--- src/rtl/reaction_timer_pkg.sv ---
// Shared definitions for the reaction timer.
//   state_t          : FSM state encoding (2 bits)
//   BCD_MAX          : largest displayable count, packed BCD 9999
//   DIGIT_MAX        : largest value of one decade digit
//   DEFAULT_CLK_HZ   : default input clock frequency
//   DEFAULT_TICK_HZ  : default count-increment rate (1 ms)
package reaction_timer_pkg;

  typedef enum logic [1:0] {
    IDLE     = 2'd0,
    COUNTING = 2'd1,
    OVERFLOW = 2'd2,
    DONE     = 2'd3
  } state_t;

  localparam logic [15:0] BCD_MAX         = 16'h9999;
  localparam logic [3:0]  DIGIT_MAX       = 4'd9;
  localparam int          DEFAULT_CLK_HZ  = 50000000;
  localparam int          DEFAULT_TICK_HZ = 1000;

endpackage

--- src/rtl/reaction_timer_bcd_digit.sv ---
// One decade (0..9) counter used as a digit of the reaction timer display.
// Ports:
//   clock  : system clock
//   reset  : asynchronous, active-high reset (q -> 0)
//   inc    : advance by one this cycle
//   clr    : synchronous zero, takes priority over inc
//   q      : current digit value
//   carry  : high when an increment wraps 9 -> 0 (feeds the next digit's inc)
module bcd_digit
  import reaction_timer_pkg::*;
(
  input  logic       clock,
  input  logic       reset,
  input  logic       inc,
  input  logic       clr,
  output logic [3:0] q,
  output logic       carry
);

  assign carry = inc && (q == DIGIT_MAX);

  always_ff @(posedge clock or posedge reset) begin
    if (reset) begin
      q <= 4'd0;
    end else if (clr) begin
      q <= 4'd0;
    end else if (inc) begin
      q <= (q == DIGIT_MAX) ? 4'd0 : q + 4'd1;
    end
  end

endmodule

--- src/rtl/reaction_timer.sv ---
// Reaction timer: counts elapsed ticks in 4-digit BCD while run is high,
// saturating at 9999, and remembers the best (lowest) non-overflowed result.
// Ports:
//   clock      : system clock
//   reset      : asynchronous, active-high reset
//   run        : count enable, asynchronous to clock (synchronized here)
//   clear      : synchronous single-cycle request to zero the current result
//   bcd        : current/held time, packed BCD, [15:12] = thousands
//   busy       : high in COUNTING or OVERFLOW
//   valid      : high in DONE
//   overflow   : count saturated at 9999
//   best       : lowest non-overflowed result since reset, packed BCD
//   best_valid : best holds a real result
module reaction_timer
  import reaction_timer_pkg::*;
#(
  parameter int CLK_HZ  = DEFAULT_CLK_HZ,
  parameter int TICK_HZ = DEFAULT_TICK_HZ
) (
  input  logic        clock,
  input  logic        reset,
  input  logic        run,
  input  logic        clear,
  output logic [15:0] bcd,
  output logic        busy,
  output logic        valid,
  output logic        overflow,
  output logic [15:0] best,
  output logic        best_valid
);

  localparam int DIV = CLK_HZ / TICK_HZ;
  localparam int PW  = $clog2(DIV);

  state_t          state;
  state_t          state_next;
  logic            run_meta;
  logic            run_s;
  logic            run_d;
  logic            rise;
  logic            fall;
  logic [PW-1:0]   presc;
  logic            tick;
  logic            start;
  logic            inc;
  logic            saturate;
  logic            finish;
  logic            carry0;
  logic            carry1;
  logic            carry2;
  logic            unused_carry3;

  // Synchronizer and registered edge detect; the registered edges add the
  // detect stage that makes run -> busy/valid exactly 4 cycles.
  always_ff @(posedge clock or posedge reset) begin
    if (reset) begin
      run_meta <= 1'b0;
      run_s    <= 1'b0;
      run_d    <= 1'b0;
      rise     <= 1'b0;
      fall     <= 1'b0;
    end else begin
      run_meta <= run;
      run_s    <= run_meta;
      run_d    <= run_s;
      rise     <= run_s & ~run_d;
      fall     <= ~run_s & run_d;
    end
  end

  assign tick = (presc == PW'(DIV - 1));

  // Next-state and control decode; clear overrides everything, which also
  // discards a rise arriving in the same cycle.
  always_comb begin
    state_next = state;
    start      = 1'b0;
    inc        = 1'b0;
    saturate   = 1'b0;
    finish     = 1'b0;
    if (clear) begin
      state_next = IDLE;
    end else begin
      case (state)
        IDLE: begin
          if (rise) begin
            state_next = COUNTING;
            start      = 1'b1;
          end
        end
        COUNTING: begin
          if (fall) begin
            state_next = DONE;
            finish     = 1'b1;
          end else if (tick) begin
            if (bcd == BCD_MAX) begin
              state_next = OVERFLOW;
              saturate   = 1'b1;
            end else begin
              inc = 1'b1;
            end
          end
        end
        OVERFLOW: begin
          if (fall) begin
            state_next = DONE;
          end
        end
        DONE: begin
          if (rise) begin
            state_next = COUNTING;
            start      = 1'b1;
          end
        end
        default: state_next = IDLE;
      endcase
    end
  end

  // State register
  always_ff @(posedge clock or posedge reset) begin
    if (reset) begin
      state <= IDLE;
    end else begin
      state <= state_next;
    end
  end

  // Prescaler: zeroed on entry so the first tick lands DIV cycles later.
  always_ff @(posedge clock or posedge reset) begin
    if (reset) begin
      presc <= '0;
    end else if (start || clear) begin
      presc <= '0;
    end else if (state == COUNTING) begin
      presc <= tick ? '0 : presc + PW'(1);
    end
  end

  // Overflow flag and best-result tracking
  always_ff @(posedge clock or posedge reset) begin
    if (reset) begin
      overflow   <= 1'b0;
      best       <= BCD_MAX;
      best_valid <= 1'b0;
    end else begin
      if (start || clear) begin
        overflow <= 1'b0;
      end else if (saturate) begin
        overflow <= 1'b1;
      end
      // Packed BCD orders the same as its decimal value, so a plain
      // unsigned compare picks the lower time.
      if (finish && (!best_valid || (bcd < best))) begin
        best       <= bcd;
        best_valid <= 1'b1;
      end
    end
  end

  bcd_digit u_digit0 (
    .clock (clock),
    .reset (reset),
    .inc   (inc),
    .clr   (start | clear),
    .q     (bcd[3:0]),
    .carry (carry0)
  );

  bcd_digit u_digit1 (
    .clock (clock),
    .reset (reset),
    .inc   (carry0),
    .clr   (start | clear),
    .q     (bcd[7:4]),
    .carry (carry1)
  );

  bcd_digit u_digit2 (
    .clock (clock),
    .reset (reset),
    .inc   (carry1),
    .clr   (start | clear),
    .q     (bcd[11:8]),
    .carry (carry2)
  );

  // Saturation is caught before the increment, so this carry never fires.
  bcd_digit u_digit3 (
    .clock (clock),
    .reset (reset),
    .inc   (carry2),
    .clr   (start | clear),
    .q     (bcd[15:12]),
    .carry (unused_carry3)
  );

  assign busy  = (state == COUNTING) || (state == OVERFLOW);
  assign valid = (state == DONE);

endmodule
--- config.mk ---
export PLATFORM = sky130hd
export DESIGN_NAME = reaction_timer
export DESIGN_NICKNAME = d
export VERILOG_FILES = /design/src/rtl/reaction_timer_pkg.sv /design/src/rtl/reaction_timer_bcd_digit.sv /design/src/rtl/reaction_timer.sv
export SDC_FILE = /design/constraint.sdc
export NUM_CORES = 1
export LEC_CHECK = 0
export CORE_MARGIN = 5
export CORE_UTILIZATION = 40
export CTS_BUF_LIST = sky130_fd_sc_hd__clkbuf_16
export DETAILED_ROUTE_END_ITERATION = 16
export PLACE_DENSITY_LB_ADDON = 0.1
export SYNTH_ARGS = -nofsm -noshare
export SYNTH_HDL_FRONTEND = slang
export SYNTH_SLANG_ARGS = --single-unit
--- constraint.sdc ---
create_clock -name clock -period 6.5 [get_ports clock]
set_input_delay 1.3 -clock clock [delete_from_list [all_inputs] [get_ports clock]]
set_output_delay 1.3 -clock clock [all_outputs]
set_load 0.03 [all_outputs]
# Yosys cells after proc, flatten, opt, wreduce, memory -nomap -nowiden
# Index checks and enable logic that the tools add are counted.
op_classes:
  addsub: 5
  n_lt_le_gt_ge: 1
  eq_ne: 13
  muxes: 40
  bitwise_logic: 5
  n_reduce_logical: 17
ops:
  columns: ["op", "n"]
  rows:
  - ["16-bit 2-to-1 mux", 3]
  - ["4-bit 2-to-1 mux", 12]
  - ["16-bit equality test, second input constant", 2]
  - ["1-bit 2-to-1 mux", 18]
  - ["16-bit by 1-bit adder with 16-bit output, second input constant", 1]
  - ["4-bit by 1-bit adder with 4-bit output, second input constant", 4]
  - ["4-bit equality test, second input constant", 4]
  - ["16-bit less-than comparator", 1]
  - ["2-bit 2-to-1 mux", 6]
  - ["2-bit nonzero test", 6]
  - ["4-bit inequality test, second input constant", 2]
  - ["2-bit one-hot mux with 3 select lines", 1]
  - ["2-bit equality test, second input constant", 2]
  - ["1-bit logical AND", 4]
  - ["4-bit AND reduction", 1]
  - ["1-bit logical OR", 3]
  - ["3-bit by 1-bit inequality test with 1-bit output, second input constant", 1]
  - ["3-bit inequality test, second input constant", 1]
  - ["1-bit AND", 2]
  - ["2-bit by 1-bit equality test with 1-bit output, second input constant", 1]
  - ["2-bit zero test", 1]
  - ["1-bit inverter", 2]
  - ["2-bit OR reduction", 1]
  - ["1-bit zero test", 1]
  - ["1-bit OR", 1]
totals:
  regBits: 57
  input_bits: 4
  out_inout_bits: 36

# Depth between registers and ports, before layout
logic_depth:
  depth_word: 11
  ltp_mapped: 9
  mapped_depth_nobuf: 7

# Hierarchy
# Synthesis repeated with hierarchy kept, for this count alone.
unflattened:
  hier_cells: 388
  hier_area_um2: 3651.0
by_module_without_submodules:
  columns: ["module", "instances", "cells_per_inst", "area_each_um2", "seq_area_each_um2"]
  rows:
  - ["reaction_timer", 1, 280, 2675.1, 1036.0]
  - ["bcd_digit", 4, 27, 244.0, 100.1]

# Worst setup path before layout
# Ideal clock, no wire load.
synth_timing:
  path_type: "in2reg"
  from: "input port clear"
  to: "register u_digit1.q[2]"
  setup_time_ns: 0.077
  arrival_ns: 2.911
  required_time_ns: 6.423
  setup_slack_ns: 3.511
  stages: 6
  n_path_buf: 2
  path_cell_list: "or3_1 > clkbuf_2 > or4_1 > buf_2 > or4_1 > a21oi_1"
synth_between:
  elab_chain_cells: 3
  elab_cells_between_ends: 6
  classes_between: "mux: 3; bitwise: 1; reduce/logical: 2"
synth_lines:
  columns: ["element", "line", "source"]
  rows:
  - ["start: declaration", "reaction_timer.sv:23", "input logic clear,"]
  - ["1-bit 2-to-1 mux", "reaction_timer.sv:81", "if (clear) begin"]
  - ["1-bit OR or 1-bit logical AND (tied branches)", "reaction_timer.sv:174, reaction_timer_bcd_digit.sv:20", null]
  - ["4-bit 2-to-1 mux or 2-bit nonzero test (tied branches)", null, null]
  - ["end signal: assignment", "reaction_timer_bcd_digit.sv:28", "q <= (q == DIGIT_MAX) ? 4'd0 : q + 4'd1;"]
  - ["end: declaration", "reaction_timer_bcd_digit.sv:16", "output logic [3:0] q,"]
# Several ways; a longest one is shown, not always the timed one.
# A chain may end at the register's enable or synchronous reset.

# Worst setup path after layout
# Ends and elaborated chain as after synthesis.

==> impl_summary.md <==
STA
Hold is met by between 0.3 and 0.4 ns. The headroom to the max-slew limit is 0.4290. The top achievable clock speed is approximately 300 MHz. The max-slew violation count is 0. Setup violations remaining at the end of the flow were counted as 0. Adding up every negative setup slack in the final design gives 0 ns. For the pin with the worst max-slew slack, the measured transition is 0.8534 ns. In the finished design, the share of the clock period the worst path needs comes to 0.5074. The final hold violation count is 0. The routed design could run at a clock period as short as ~3.3 ns.

The final clock skew is between 0.006 and 0.007 ns. Setup repair after global routing left no endpoint under its margin.

Route
The post-route met1 wirelength is 3.844 mm. Once detail routing completed, the nets flagged for antenna violations numbered 0. The number of remaining DRC errors is 0.

For this block, the via count after detailed routing is roughly 3000. The met3 wirelength from detailed routing is 360 µm. The routed design has roughly 8.3 mm of wire. In this run the top signal layer used is met4.

The DRC violation total after the first TritonRoute iteration is 112. After detailed routing, the met2 layer carries 4.022 mm of wire. The routed length per placed instance is 15.59 µm. The first-pass detailed-route iteration total is 4. The number of vias per cell is roughly 5.7.

Global routing
For this run the aggregate overflow at the end of global routing stands at 0. Across every metal layer, demand over resource in global routing totals 0.1657. The pin count of the biggest net entering global routing is 58.

The first global-routing pass estimated about 14 mm of wire. The number of antenna violations at the first check in global routing is 0. The number of global-route vias before repair is roughly 2900.

Power
For this design the ratio of total power to cell area is roughly 320 nW/µm². Across the VDD grid, the largest voltage drop is 232.0 µV. Summed over all cells, the static leakage comes to 1.674 nW.

Clock network
The clock latency reported for the late side of the worst-skew pair is between 0.3 and 0.4 ns. The CTS buffer count is 9. The number of hold-repair buffers added at the cts stage is 0.

The tree is rooted in a clkbuf_16. Gates resized during post-CTS repair numbered 0. Once the clock tree was built, the setup fixing pass inserted 0 buffers. The count of H-tree levels built during CTS is 3. TritonCTS built the clock tree.

The number of sinks driven by the clock tree is 57. The maximum clock path buffer count is 2. Clock-pin slew was measured on the worst setup and hold paths at roughly 0.050 ns.

Logic synthesis
Summed over all instances, the cell type with the most area after synthesis is dfrtp_1. The count of warnings emitted by yosys is 0. Synthesis produced a netlist whose cell count is 380. Summing every instance area after synthesis gives 3481 µm². Counting flops with a built-in enable in the synthesized netlist gives 0.

After synthesis, the share of flip-flops with an asynchronous set or reset is 1.000. In the synthesized netlist, the cells that appear most often are dfrtp_1, nand2_1, inv_1, ha_1, o21ai_0. The count of cell types in the netlist is a little over 50.

The synthesized area divided by synthesized cell count is a little over 9 µm². The share of the synthesized area in the top cell type is 0.3523. In the post-synthesis netlist, the biggest area contributors are dfrtp_1, ha_1, dfstp_2, nand2_1, o2111ai_1.

The net count of the mapped netlist is approximately 410. Among all cell types in the netlist, the one instantiated most often is dfrtp_1. The number of register bits inferred by synthesis is 57. The top flip-flop cell by instance count after synthesis is dfrtp_1. The sequential area share after synthesis is 0.4127.

Run
Across the run, the number of max-cap violations was 0.

Placed design
Routability-driven placement finished with a final weighted congestion of approximately 0.83. Once detailed placement completed, the half-perimeter wirelength came to between 5 and 6 mm. Buffers placed on the I/O ports in this run total 39.

Die
The die span in y is approximately 100 µm. For this configuration, the core starts out at a cell density of 0.4051. Pin placement for this block handled 40 I/O pins.

The area of the die is roughly 11000 µm². From left edge to right edge, the die measures about 100 µm. The floorplan has 34 rows. The core region is between 8000 and 9000 µm².

Worst setup path
The critical path endpoint category is a register. STA classifies the critical path startpoint as an input pin. The worst register-to-register path has a setup slack of roughly 3.8 ns. Data on the critical path is required at its endpoint by 6.73 ns.

The largest driver fanout on the critical path is 8. For the worst setup path, the data arrival time is between 3 and 4 ns. The startpoint-to-endpoint class of the critical path is input pin to register.

Final layout
The filler cells instantiated in the layout total ~830. After the last flow step, the layout net total stands at roughly 450. In the final layout, the share of cells above drive strength 1 is 0.07075. The multi-input combinational cells in the finished layout cover a total of 1849 µm².

Summing all flip-flop and latch instances after layout gives 1436 µm². The area added between synthesis and finish is 21.14%. The repair_antennas step left the layout with diodes totalling 0.

Status
The flow ran to the end, and the final reports show no timing, DRC or antenna violations.

Hold path
The worst hold path belongs to the class register to register.
[area by class of cell]
| cell class | instances | share of cell area |
|---|---|---|
| clock inverter | 7 | 0.006231 |
| inverter | 31 | 0.02760 |
| sequential | 57 | 0.3407 |
| timing repair buffer | 44 | 0.1015 |
| tap | 108 | 0.03205 |
| clock buffer | 9 | 0.05341 |
| multi-input combinational | 276 | 0.4386 |
[power by group]
part	switching, mW	internal (mW)
Clock	0.148	0.247
Combinational	0.312	0.181
Sequential	0.0351	0.428
Total	0.495	0.857
[final timing paths]
path	startpoint	end	cells after the start
max in group asynchronous	reset	best[13]$_DFFE_PP0P_	3
hold / removal	run_meta$_DFF_PP0_	run_s$_DFF_PP0_	0
setup reg to reg	best[15]$_DFFE_PP1P_	best[7]$_DFFE_PP1P_	6
hold reg to reg	run_meta$_DFF_PP0_	run_s$_DFF_PP0_	0
setup / recovery	clear	u_digit1.q[2]$_DFFE_PP0P_	5
min in group asynchronous	reset	best[6]$_DFFE_PP0P_	3
[flip-flops by register name, summed over array words and instances, names as in the netlist, 2 cells and up]
register	flops
state	2
u_digit2.q	4
presc	16
u_digit1.q	4
u_digit3.q	4
best	16
u_digit0.q	4
[routing by layer]
metal  global-route usage  up-vias
li1                     -     1491
met1               0.2092     1454
met2               0.2837       57
met3              0.04427        8
met4              0.03884        0
met5                    0        -
[cells in the final DEF (no fill, tap or decap), drive strengths merged, types with 2 or more instances in the layout]
cell type and count:
and4 2, o2111ai 16, xnor2 4, o311ai 15, buf 5, nand3b 4
or4 5, nand4 7, and3 2, clkbuf 9, nor3 10, a21oi 22
dfstp 8, a311oi 3, and2 3, or3 10, mux2i 3, nor4 7
ha 28, nand2 47, a31o 2, nand2b 3, o21ai 23, nand3 10
nor2 20, nor4b 2, dfrtp 49, xor2 4, and3b 3, nor2b 4
inv 36, clkinv 2, clkdlybuf4s50 39, a211oi 3
[cells by family after synthesis]
group / share of synthesized area
and+or+nand+nor: 0.2139
AOI/OAI and AO/OA: 0.1848
DFF: 0.4127
buffers and inverters: 0.05607
adders and majority gates: 0.1006
xor gates and xnor gates: 0.02013
muxes: 0.01186
[metrics by stage]
stage	setup slack, ns	cells	total power, mW	util	cell area (µm²)
after floorplan	3.511	380	0.7938	-	3481
after global placement	2.919	516	0.9612	0.4614	3965
after detailed placement	2.897	516	0.9678	0.4614	3965
after CTS	3.221	532	1.372	0.4907	4217
after global routing	3.041	532	1.442	0.4907	4217
final	3.202	532	1.351	0.4907	4217
[worst max-delay path: stages]
cell	delay, ns
clkdlybuf4s50_1	0.53
or3_1	0.51
or4_1	0.62
or4_1	0.43
a21oi_1	0.15
No activity file was read; power rests on OpenSTA's default activity.
